===== src/rtl/stage_wb.sv =====
// Write-back stage: MEM/WB pipeline register, stall-safe load data capture,
// load alignment/extension and register-file write-port selection.
module stage_wb #(
  parameter int unsigned RD_W     = 5,
  parameter bit          X0_GUARD = 1'b1
) (
  input  logic            clk,
  input  logic            rstn,
  input  logic            wb_stall,
  input  logic            wb_flush,
  input  logic            me_mem_read,
  input  logic            me_reg_write,
  input  logic [RD_W-1:0] me_rd,
  input  logic [2:0]      me_func3_code,
  input  logic [31:0]     me_alu_o,
  input  logic [31:0]     me_mem_data,
  output logic            wb_reg_write,
  output logic [RD_W-1:0] wb_rd,
  output logic [31:0]     wb_regs_data
);

  localparam int unsigned XLEN = 32;

  logic            mem_read_q, mem_read_d;
  logic            reg_write_q, reg_write_d;
  logic [RD_W-1:0] rd_q, rd_d;
  logic [2:0]      func3_q, func3_d;
  logic [XLEN-1:0] alu_q, alu_d;
  logic [XLEN-1:0] hold_data_q, hold_data_d;
  logic            hold_valid_q, hold_valid_d;

  logic [XLEN-1:0] ld_word;
  logic [7:0]      ld_byte;
  logic [15:0]     ld_half;
  logic [XLEN-1:0] ld_ext;

  // Next-state for MEM/WB register and the stall-capture buffer
  always_comb begin
    mem_read_d   = mem_read_q;
    reg_write_d  = reg_write_q;
    rd_d         = rd_q;
    func3_d      = func3_q;
    alu_d        = alu_q;
    hold_data_d  = hold_data_q;
    hold_valid_d = 1'b0;
    if (wb_flush) begin
      mem_read_d  = 1'b0;
      reg_write_d = 1'b0;
    end else if (!wb_stall) begin
      mem_read_d  = me_mem_read;
      reg_write_d = me_reg_write;
      rd_d        = me_rd;
      func3_d     = me_func3_code;
      alu_d       = me_alu_o;
    end
    // The memory word is only valid for one cycle; freeze it on the first stalled edge
    if (wb_stall && !wb_flush) begin
      hold_valid_d = 1'b1;
      if (!hold_valid_q) hold_data_d = me_mem_data;
    end
  end

  always_ff @(posedge clk or negedge rstn) begin
    if (!rstn) begin
      mem_read_q   <= 1'b0;
      reg_write_q  <= 1'b0;
      rd_q         <= '0;
      func3_q      <= 3'b000;
      alu_q        <= '0;
      hold_data_q  <= '0;
      hold_valid_q <= 1'b0;
    end else begin
      mem_read_q   <= mem_read_d;
      reg_write_q  <= reg_write_d;
      rd_q         <= rd_d;
      func3_q      <= func3_d;
      alu_q        <= alu_d;
      hold_data_q  <= hold_data_d;
      hold_valid_q <= hold_valid_d;
    end
  end

  assign ld_word = hold_valid_q ? hold_data_q : me_mem_data;

  // Byte/half lane selection from the address offset
  always_comb begin
    ld_byte = ld_word[7:0];
    case (alu_q[1:0])
      2'd0: ld_byte = ld_word[7:0];
      2'd1: ld_byte = ld_word[15:8];
      2'd2: ld_byte = ld_word[23:16];
      2'd3: ld_byte = ld_word[31:24];
      default: ld_byte = ld_word[7:0];
    endcase
    ld_half = alu_q[1] ? ld_word[31:16] : ld_word[15:0];
  end

  always_comb begin
    ld_ext = '0;
    case (func3_q)
      3'b000:  ld_ext = {{24{ld_byte[7]}}, ld_byte};
      3'b100:  ld_ext = {24'd0, ld_byte};
      3'b001:  ld_ext = {{16{ld_half[15]}}, ld_half};
      3'b101:  ld_ext = {16'd0, ld_half};
      3'b010:  ld_ext = ld_word;
      default: ld_ext = '0;
    endcase
  end

  assign wb_regs_data = mem_read_q ? ld_ext : alu_q;
  assign wb_reg_write = reg_write_q & ~(X0_GUARD & (rd_q == '0));
  assign wb_rd        = rd_q;

endmodule

===== config.mk =====
export PLATFORM = sky130hd
export DESIGN_NAME = stage_wb
export DESIGN_NICKNAME = d
export VERILOG_FILES = /design/src/rtl/stage_wb.sv
export SDC_FILE = /design/constraint.sdc
export NUM_CORES = 1
export LEC_CHECK = 0
export BUFFER_PORTS_ARGS = -buffer_cell sky130_fd_sc_hd__buf_2
export CAP_MARGIN = 20
export CORE_ASPECT_RATIO = 2
export CORE_MARGIN = 3
export CORE_UTILIZATION = 40
export CTS_CLUSTER_SIZE = 8
export DETAILED_ROUTE_END_ITERATION = 10
export SYNTH_ARGS = -nofsm -noshare
export SYNTH_HDL_FRONTEND = slang
export SYNTH_SLANG_ARGS = --single-unit

===== constraint.sdc =====
create_clock -name clk -period 2.9 [get_ports clk]
set_input_delay 0 -clock clk [delete_from_list [all_inputs] [get_ports clk]]
set_output_delay 0 -clock clk [all_outputs]
set_load 0.02 [all_outputs]

## Yosys cells after proc, flatten, opt, wreduce, memory -nomap -nowiden

Cells that the tools add are included.
W data, S select, Z words.

| word-level totals | value |
|---|---|
| output and inout bits | 38 |
| memories kept | 0 |
| bits in registers | 75 |
| RAM bits | 0 |
| logic and storage cells | 35 |
| ROM bits | 0 |
| bits of input ports | 78 |
| latch bits | 0 |

| operators by class | value |
|---|---|
| reductions and logical operators | 6 |
| shifts and indexed selects | 0 |
| bitwise logic cells | 4 |
| div/mod/pow operators | 0 |
| muxes and demuxes | 10 |
| multiply operators | 0 |
| equal/unequal tests | 8 |
| $lt $le $gt $ge | 0 |
| $add $sub $neg | 0 |

Operators by type and width:

| cell | count |
|---|---|
| $pmux W32 S5 | 1 |
| $mux W32 | 2 |
| $pmux W8 S4 | 1 |
| $mux W16 | 1 |
| $eq A3 B3 Y1 const B | 2 |
| $logic_not A5 Y1 | 1 |
| $mux W1 | 5 |
| $eq A2 B2 Y1 const B | 2 |
| $eq A3 B1 Y1 const B | 1 |
| $eq A3 B2 Y1 const B | 1 |
| $logic_not A3 Y1 | 1 |
| $not A1 Y1 | 3 |
| $eq A2 B1 Y1 const B | 1 |
| $logic_not A2 Y1 | 1 |
| $ne A2 B1 Y1 const B | 1 |
| $reduce_and A2 Y1 | 1 |
| $and A1 B1 Y1 | 1 |
| $logic_and A1 B1 Y1 | 1 |
| $logic_not A1 Y1 | 1 |

## Longest topological paths before layout

| logic depth | value |
|---|---|
| word-level depth | 4 |
| gate-level depth with buffers | 7 |

## Least setup slack after synthesis

Ideal clock, no wire load.

| timing | value |
|---|---|
| path kind | register to output |
| start | reg func3_q[0] |
| end | out wb_regs_data[17] |
| arrival | 1.834 ns |
| cell stages (with the launch flop) | 7 |
| path slack | 1.066 ns |
| data required time | 2.900 ns |
| path buffers | 2 |
| path through | dfrtp_1 buf_4 or3b_4 o22ai_4 buf_6 nor4_1 a211oi_1 |

| on the way | value |
|---|---|
| word-level cells in the longest chain between the ends | 3 |
| elaborated cells between the ends (all ways) | 7 |
| those cells by class | eq/ne: 4; mux: 2; reduce/logical: 1 |

Ends and longest elaborated chain:

| item | line | RTL |
|---|---|---|
| start, declared | 27 | `logic [2:0] func3_q, func3_d;` |
| start signal, assigned | 76 | `func3_q <= func3_d;` |
| $eq A3 B2 Y1, or another cell as far along | 100 | `case (func3_q)` |
| $pmux W32 S5 (*) | 100 |  |
| $mux W32 (*) | 110 | `assign wb_regs_data = mem_read_q ? ld_ext : alu_q;` |
| end, declared | 19 | `output logic [31:0] wb_regs_data` |

Every way passes the cells marked *; elsewhere a longest branch is shown, timed or not.

## Worst setup path in the final report

| timing | value |
|---|---|
| start | reg hold_valid_q |
| end | out wb_regs_data[6] |

| on the way | value |
|---|---|
| word-level cells in the longest chain between the ends | 4 |
| elaborated cells between the ends (all ways) | 5 |
| those cells by class | mux: 5 |

Ends and longest elaborated chain:

| item | line | RTL |
|---|---|---|
| start, declared | 30 | `logic hold_valid_q, hold_valid_d;` |
| start signal, assigned | 79 | `hold_valid_q <= hold_valid_d;` |
| $mux W32 (*) | n/a |  |
| $pmux W8 S4 / $mux W16 (equally long branches) | 88, 95 |  |
| $pmux W32 S5 (*) | 100 |  |
| $mux W32 (*) | 110 |  |

Marks and branches as above.

==> results.txt <==
----------------------------------------------------
[Cells and area]
  Multi-input gate area in the final layout ... 2545 µm²
  Commonest non-fill, non-tap cells in the layout ... sky130_fd_sc_hd__buf_2 (114), sky130_fd_sc_hd__dfrtp_1 (74), sky130_fd_sc_hd__dlygate4sd3_1 (68)
  Ant diodes ... 0
  Share of cells above drive strength 1 ... between 30% and 40%
  Commonest non-fill, non-tap cell in the layout ... sky130_fd_sc_hd__buf_2
  Final Net Count ... 674
  Summed area of non-filler cells in the final layout ... 6350 µm²
  Combined flip-flop and latch cell area ... 1878 µm²
  Fill cell count ... 1008
  Area growth syn-to-layout ... 37.65%

[Yosys]
  Share of synthesized cell area in full adder, half adder and majority cells ... 0%
  Xor-xnor portion of the synthesized cell area ... 0%
  Number of register bits inferred by synthesis ... 75
  Fraction of the yosys area taken by sequential cells ... 40.68%
  Portion of netlist area occupied by mux cells ... 28.67%
  Ranking of synthesized cells by area ... sky130_fd_sc_hd__dfrtp_1 (41%), sky130_fd_sc_hd__mux2_2 (15%), sky130_fd_sc_hd__mux2i_1 (6.9%)
  Largest area contributor in the netlist ... sky130_fd_sc_hd__dfrtp_1
  Combinational family with the most area after synthesis ... multiplexers
  Compound-gate portion of the synthesized area ... 15.49%
  Post-Syn Nets ... ~500
  Post-Syn Instances ... 420
  Fraction of synthesized cell area taken by the top area cell type ... 40.68%
  Fraction of the mapped netlist area in simple logic gates ... between 10 and 15%
  Distinct cell type count of the synthesized netlist ... between 40 and 50
  Average footprint of a synthesized cell ... around 11 µm²
  Post-synthesis cell area ... 4613 µm²
  Synth warn ... 0

[Drt]
  Number of detailed-routing iterations run before antenna repair ... 4
  Wirelength per Cell ... 18.25 µm
  Remaining routing DRC violations ... 0
  Number of vias in the routed layout ... 4014
  Total wire length ... 13510 µm
  Post-detailed-route via-to-cell ratio ... 5.424
  Drt first-iter violations ... approximately 240
  Number of nets with antenna violations after routing ... 0

[Floorplan]
  Top Ports ... between 100 and 150
  Die Area ... 12940 µm²
  Area of the core region ... 11080 µm²
  Height of the chip ... between 150 and 200 µm
  Die X-Extent ... 81.94 µm
  Initial Utilization ... a little over two fifths
  Site Rows ... 54

[Global routing]
  Wire length of the first global-routing pass ... 21000 µm
  Initial antenna violation count ... 0
  Pin count of the biggest net entering global routing ... 76
  Overall global routing resource usage ... 21.60%
  Via count of the first global-routing pass ... 4096
  Total congestion overflow after global routing ... 0

[Pwr]
  Switching power ... 1.188 mW
  Clock power frac ... 31.8%
  Sequential share of power ... 36.1%
  Leakage ... 2.693 nW
  Switching Fraction ... 32.14%
  Fraction of power consumed by combinational cells ... 32.1%
  Internal power ... approximately 2.5 mW
  Worst vdd ir ... between 400 and 500 µV
  Power Density ... 581.8 nW/µm²

[Hold path]
  Path class of the lowest-slack min-delay path ... input pin to flip-flop

[Run status]
  Outcome ... completed

[Critical path]
  Ordered list of cells on the worst path ... buf_12 > mux2i_1 > o32ai_1 > a221oi_1 > o2bb2ai_1 > buf_2
  Element type at the critical path start ... flip-flop
  Critical path endpoint category ... primary output
  Start-to-end type of the worst setup path ... flip-flop to primary output
  Largest fanout of any net on the critical path ... 38
  Peak per-stage delay on the critical path ... 550 ps
  Crit path DAT ... ~2600 ps
  Max stage delay cell, worst path ... sky130_fd_sc_hd__dfrtp_2
  Worst endpoint required time ... 2900 ps

[STA]
  Clock tree skew after final layout ... 7.269 ps
  Time the final worst path needs with I/O delays and setup ... 2556 ps
  FMAX ... between 300 and 400 MHz
  Final number of setup-violating endpoints ... 0
  Final worst path period share ... between 80% and 90%
  Unrepaired setup endpoints after global routing ... false
  Sum of negative setup slack ... 0 ps
  Final number of max-transition violations ... 0
  Max-slew headroom at the worst pin ... 34.83%
  Transition at the pin with the smallest max-transition slack ... between 900 and 1000 ps
  Endpoints failing hold ... 0

[Clock network]
  Cell at the root of the clock tree ... sky130_fd_sc_hd__clkbuf_16
  Number of resized instances in the post-cts repair step ... 0
  H-tree levels ... 3
  Clock tree from TritonCTS ... built
  Total CTS buffers ... 9
  Number of buffers inserted to repair setup after CTS ... 0
  Insertion delay of the later-clocked pin in the worst-skew pair ... 330 ps
  Sink Count ... 75
  Longest Clk Path Bufs ... 2
  Clock input transition at the sequential cells of the worst setup and hold paths ... 60 ps

[Place]
  HPWL Detailed ... between 9000 and 10000 µm
  Buffers on Ports ... 115
  Total placed instance area ... 5333 µm²
  Routability-driven placement congestion ratio ... 0.8435

[Job]
  Max cap viols ... 0

----------------------------------------------------
==> path summary, 6_finish.rpt <==
check | to | cells past startpoint | from | slack [ps]
max reg2reg | hold_data_q[3] | 4 | hold_valid_q | 1190
min | reg_write_q | 3 | wb_stall | 20
max in group asynchronous | hold_valid_q | 2 | rstn | 1860
min reg2reg | hold_data_q[16] | 2 | hold_data_q[16] | 490
min in group asynchronous | alu_q[4] | 2 | rstn | 370
max | wb_regs_data[6] | 6 | hold_valid_q | 340
==> per-stage QoR <==
stage | hold slack (ps) | cells | util (%) | setup slack [ps] | total power, mW
after floorplan | -295.6 | 420 | - | 1066 | 2.091
after global placement | 218.1 | 656 | 48.13 | 576.1 | 2.424
after detailed placement | 215.9 | 656 | 48.13 | 469.4 | 2.458
after CTS | 13.17 | 739 | 57.06 | 137.5 | 3.719
after global routing | 36.73 | 740 | 57.31 | 252.6 | 3.910
final | 19.06 | 740 | 57.31 | 343.8 | 3.695
==> worst max-delay path, delay by kind of cell, from the launching register on <==
family / cells / cell delay, ps
compound gates: 3 / 700
buf+inv: 2 / 460
flops: 1 / 550
mux: 1 / 480
==> timing repair <==
item                                    CTS  global route
endpoints found under the setup margin    0             0
hold buffers                             68             0
hold endpoints to repair                141             0
==> layer usage <==
| layer | global-route usage (%) | up-vias | routed length [µm] |
|---|---|---|---|
| met3 | 3.815 | 18 | 514 |
| li1 | - | 1953 | - |
| met2 | 39.48 | 102 | 7484 |
| met4 | 7.924 | 0 | 319 |
| met5 | 0 | - | 0 |
| met1 | 24.30 | 1941 | 5187 |
==> registers in the layout, summed over array words and instances (netlist names) <==
name / cells
wb_rd: 5
reg_write_q: 1
alu_q: 32
mem_read_q: 1
hold_valid_q: 1
func3_q: 3
hold_data_q: 32
==> power groups by stage <==
stage / clock network (mW) / registers [mW] / logic, mW
floorplan: 0 / 1.31 / 0.778
global route: 1.25 / 1.36 / 1.29
global placement: 0 / 1.34 / 1.08
detailed placement: 0 / 1.35 / 1.10
finish: 1.18 / 1.33 / 1.18
CTS: 1.20 / 1.33 / 1.18
==> cell usage after synthesis (all sizes together) <==
library cell / number
o21ai: 36
nand2b: 19
o211ai: 16
or4: 1
nand3b: 1
nor3b: 1
buf: 19
o32ai: 1
nor2b: 1
o2bb2ai: 5
clkbuf: 16
a22oi: 3
o22ai: 5
o21a: 1
mux2: 67
o31ai: 1
nand2: 12
o221ai: 1
nor2: 30
or2: 2
mux2i: 33
mux4: 10
nor4: 16
a221oi: 11
a211o: 1
or3b: 3
a21oi: 4
dfrtp: 75
nor3: 9
inv: 3
a211oi: 17
==> logic make-up after synthesis <==
group                  count (synthesis)
buffers and inverters                 38
DFF                                   75
AOI/OAI and AO/OA                    102
and+or+nand+nor                       95
muxes                                110
==> final cells by class <==
cell class	instances	share of cell area, %
clock buffers	10	3.606
multi-input cells	307	40.08
inverters	3	0.1773
flip-flops and latches	75	29.58
repair buffers	200	22.54
clock inverters	5	1.261
well taps	140	2.759
Power figures use the tool's default switching activity.
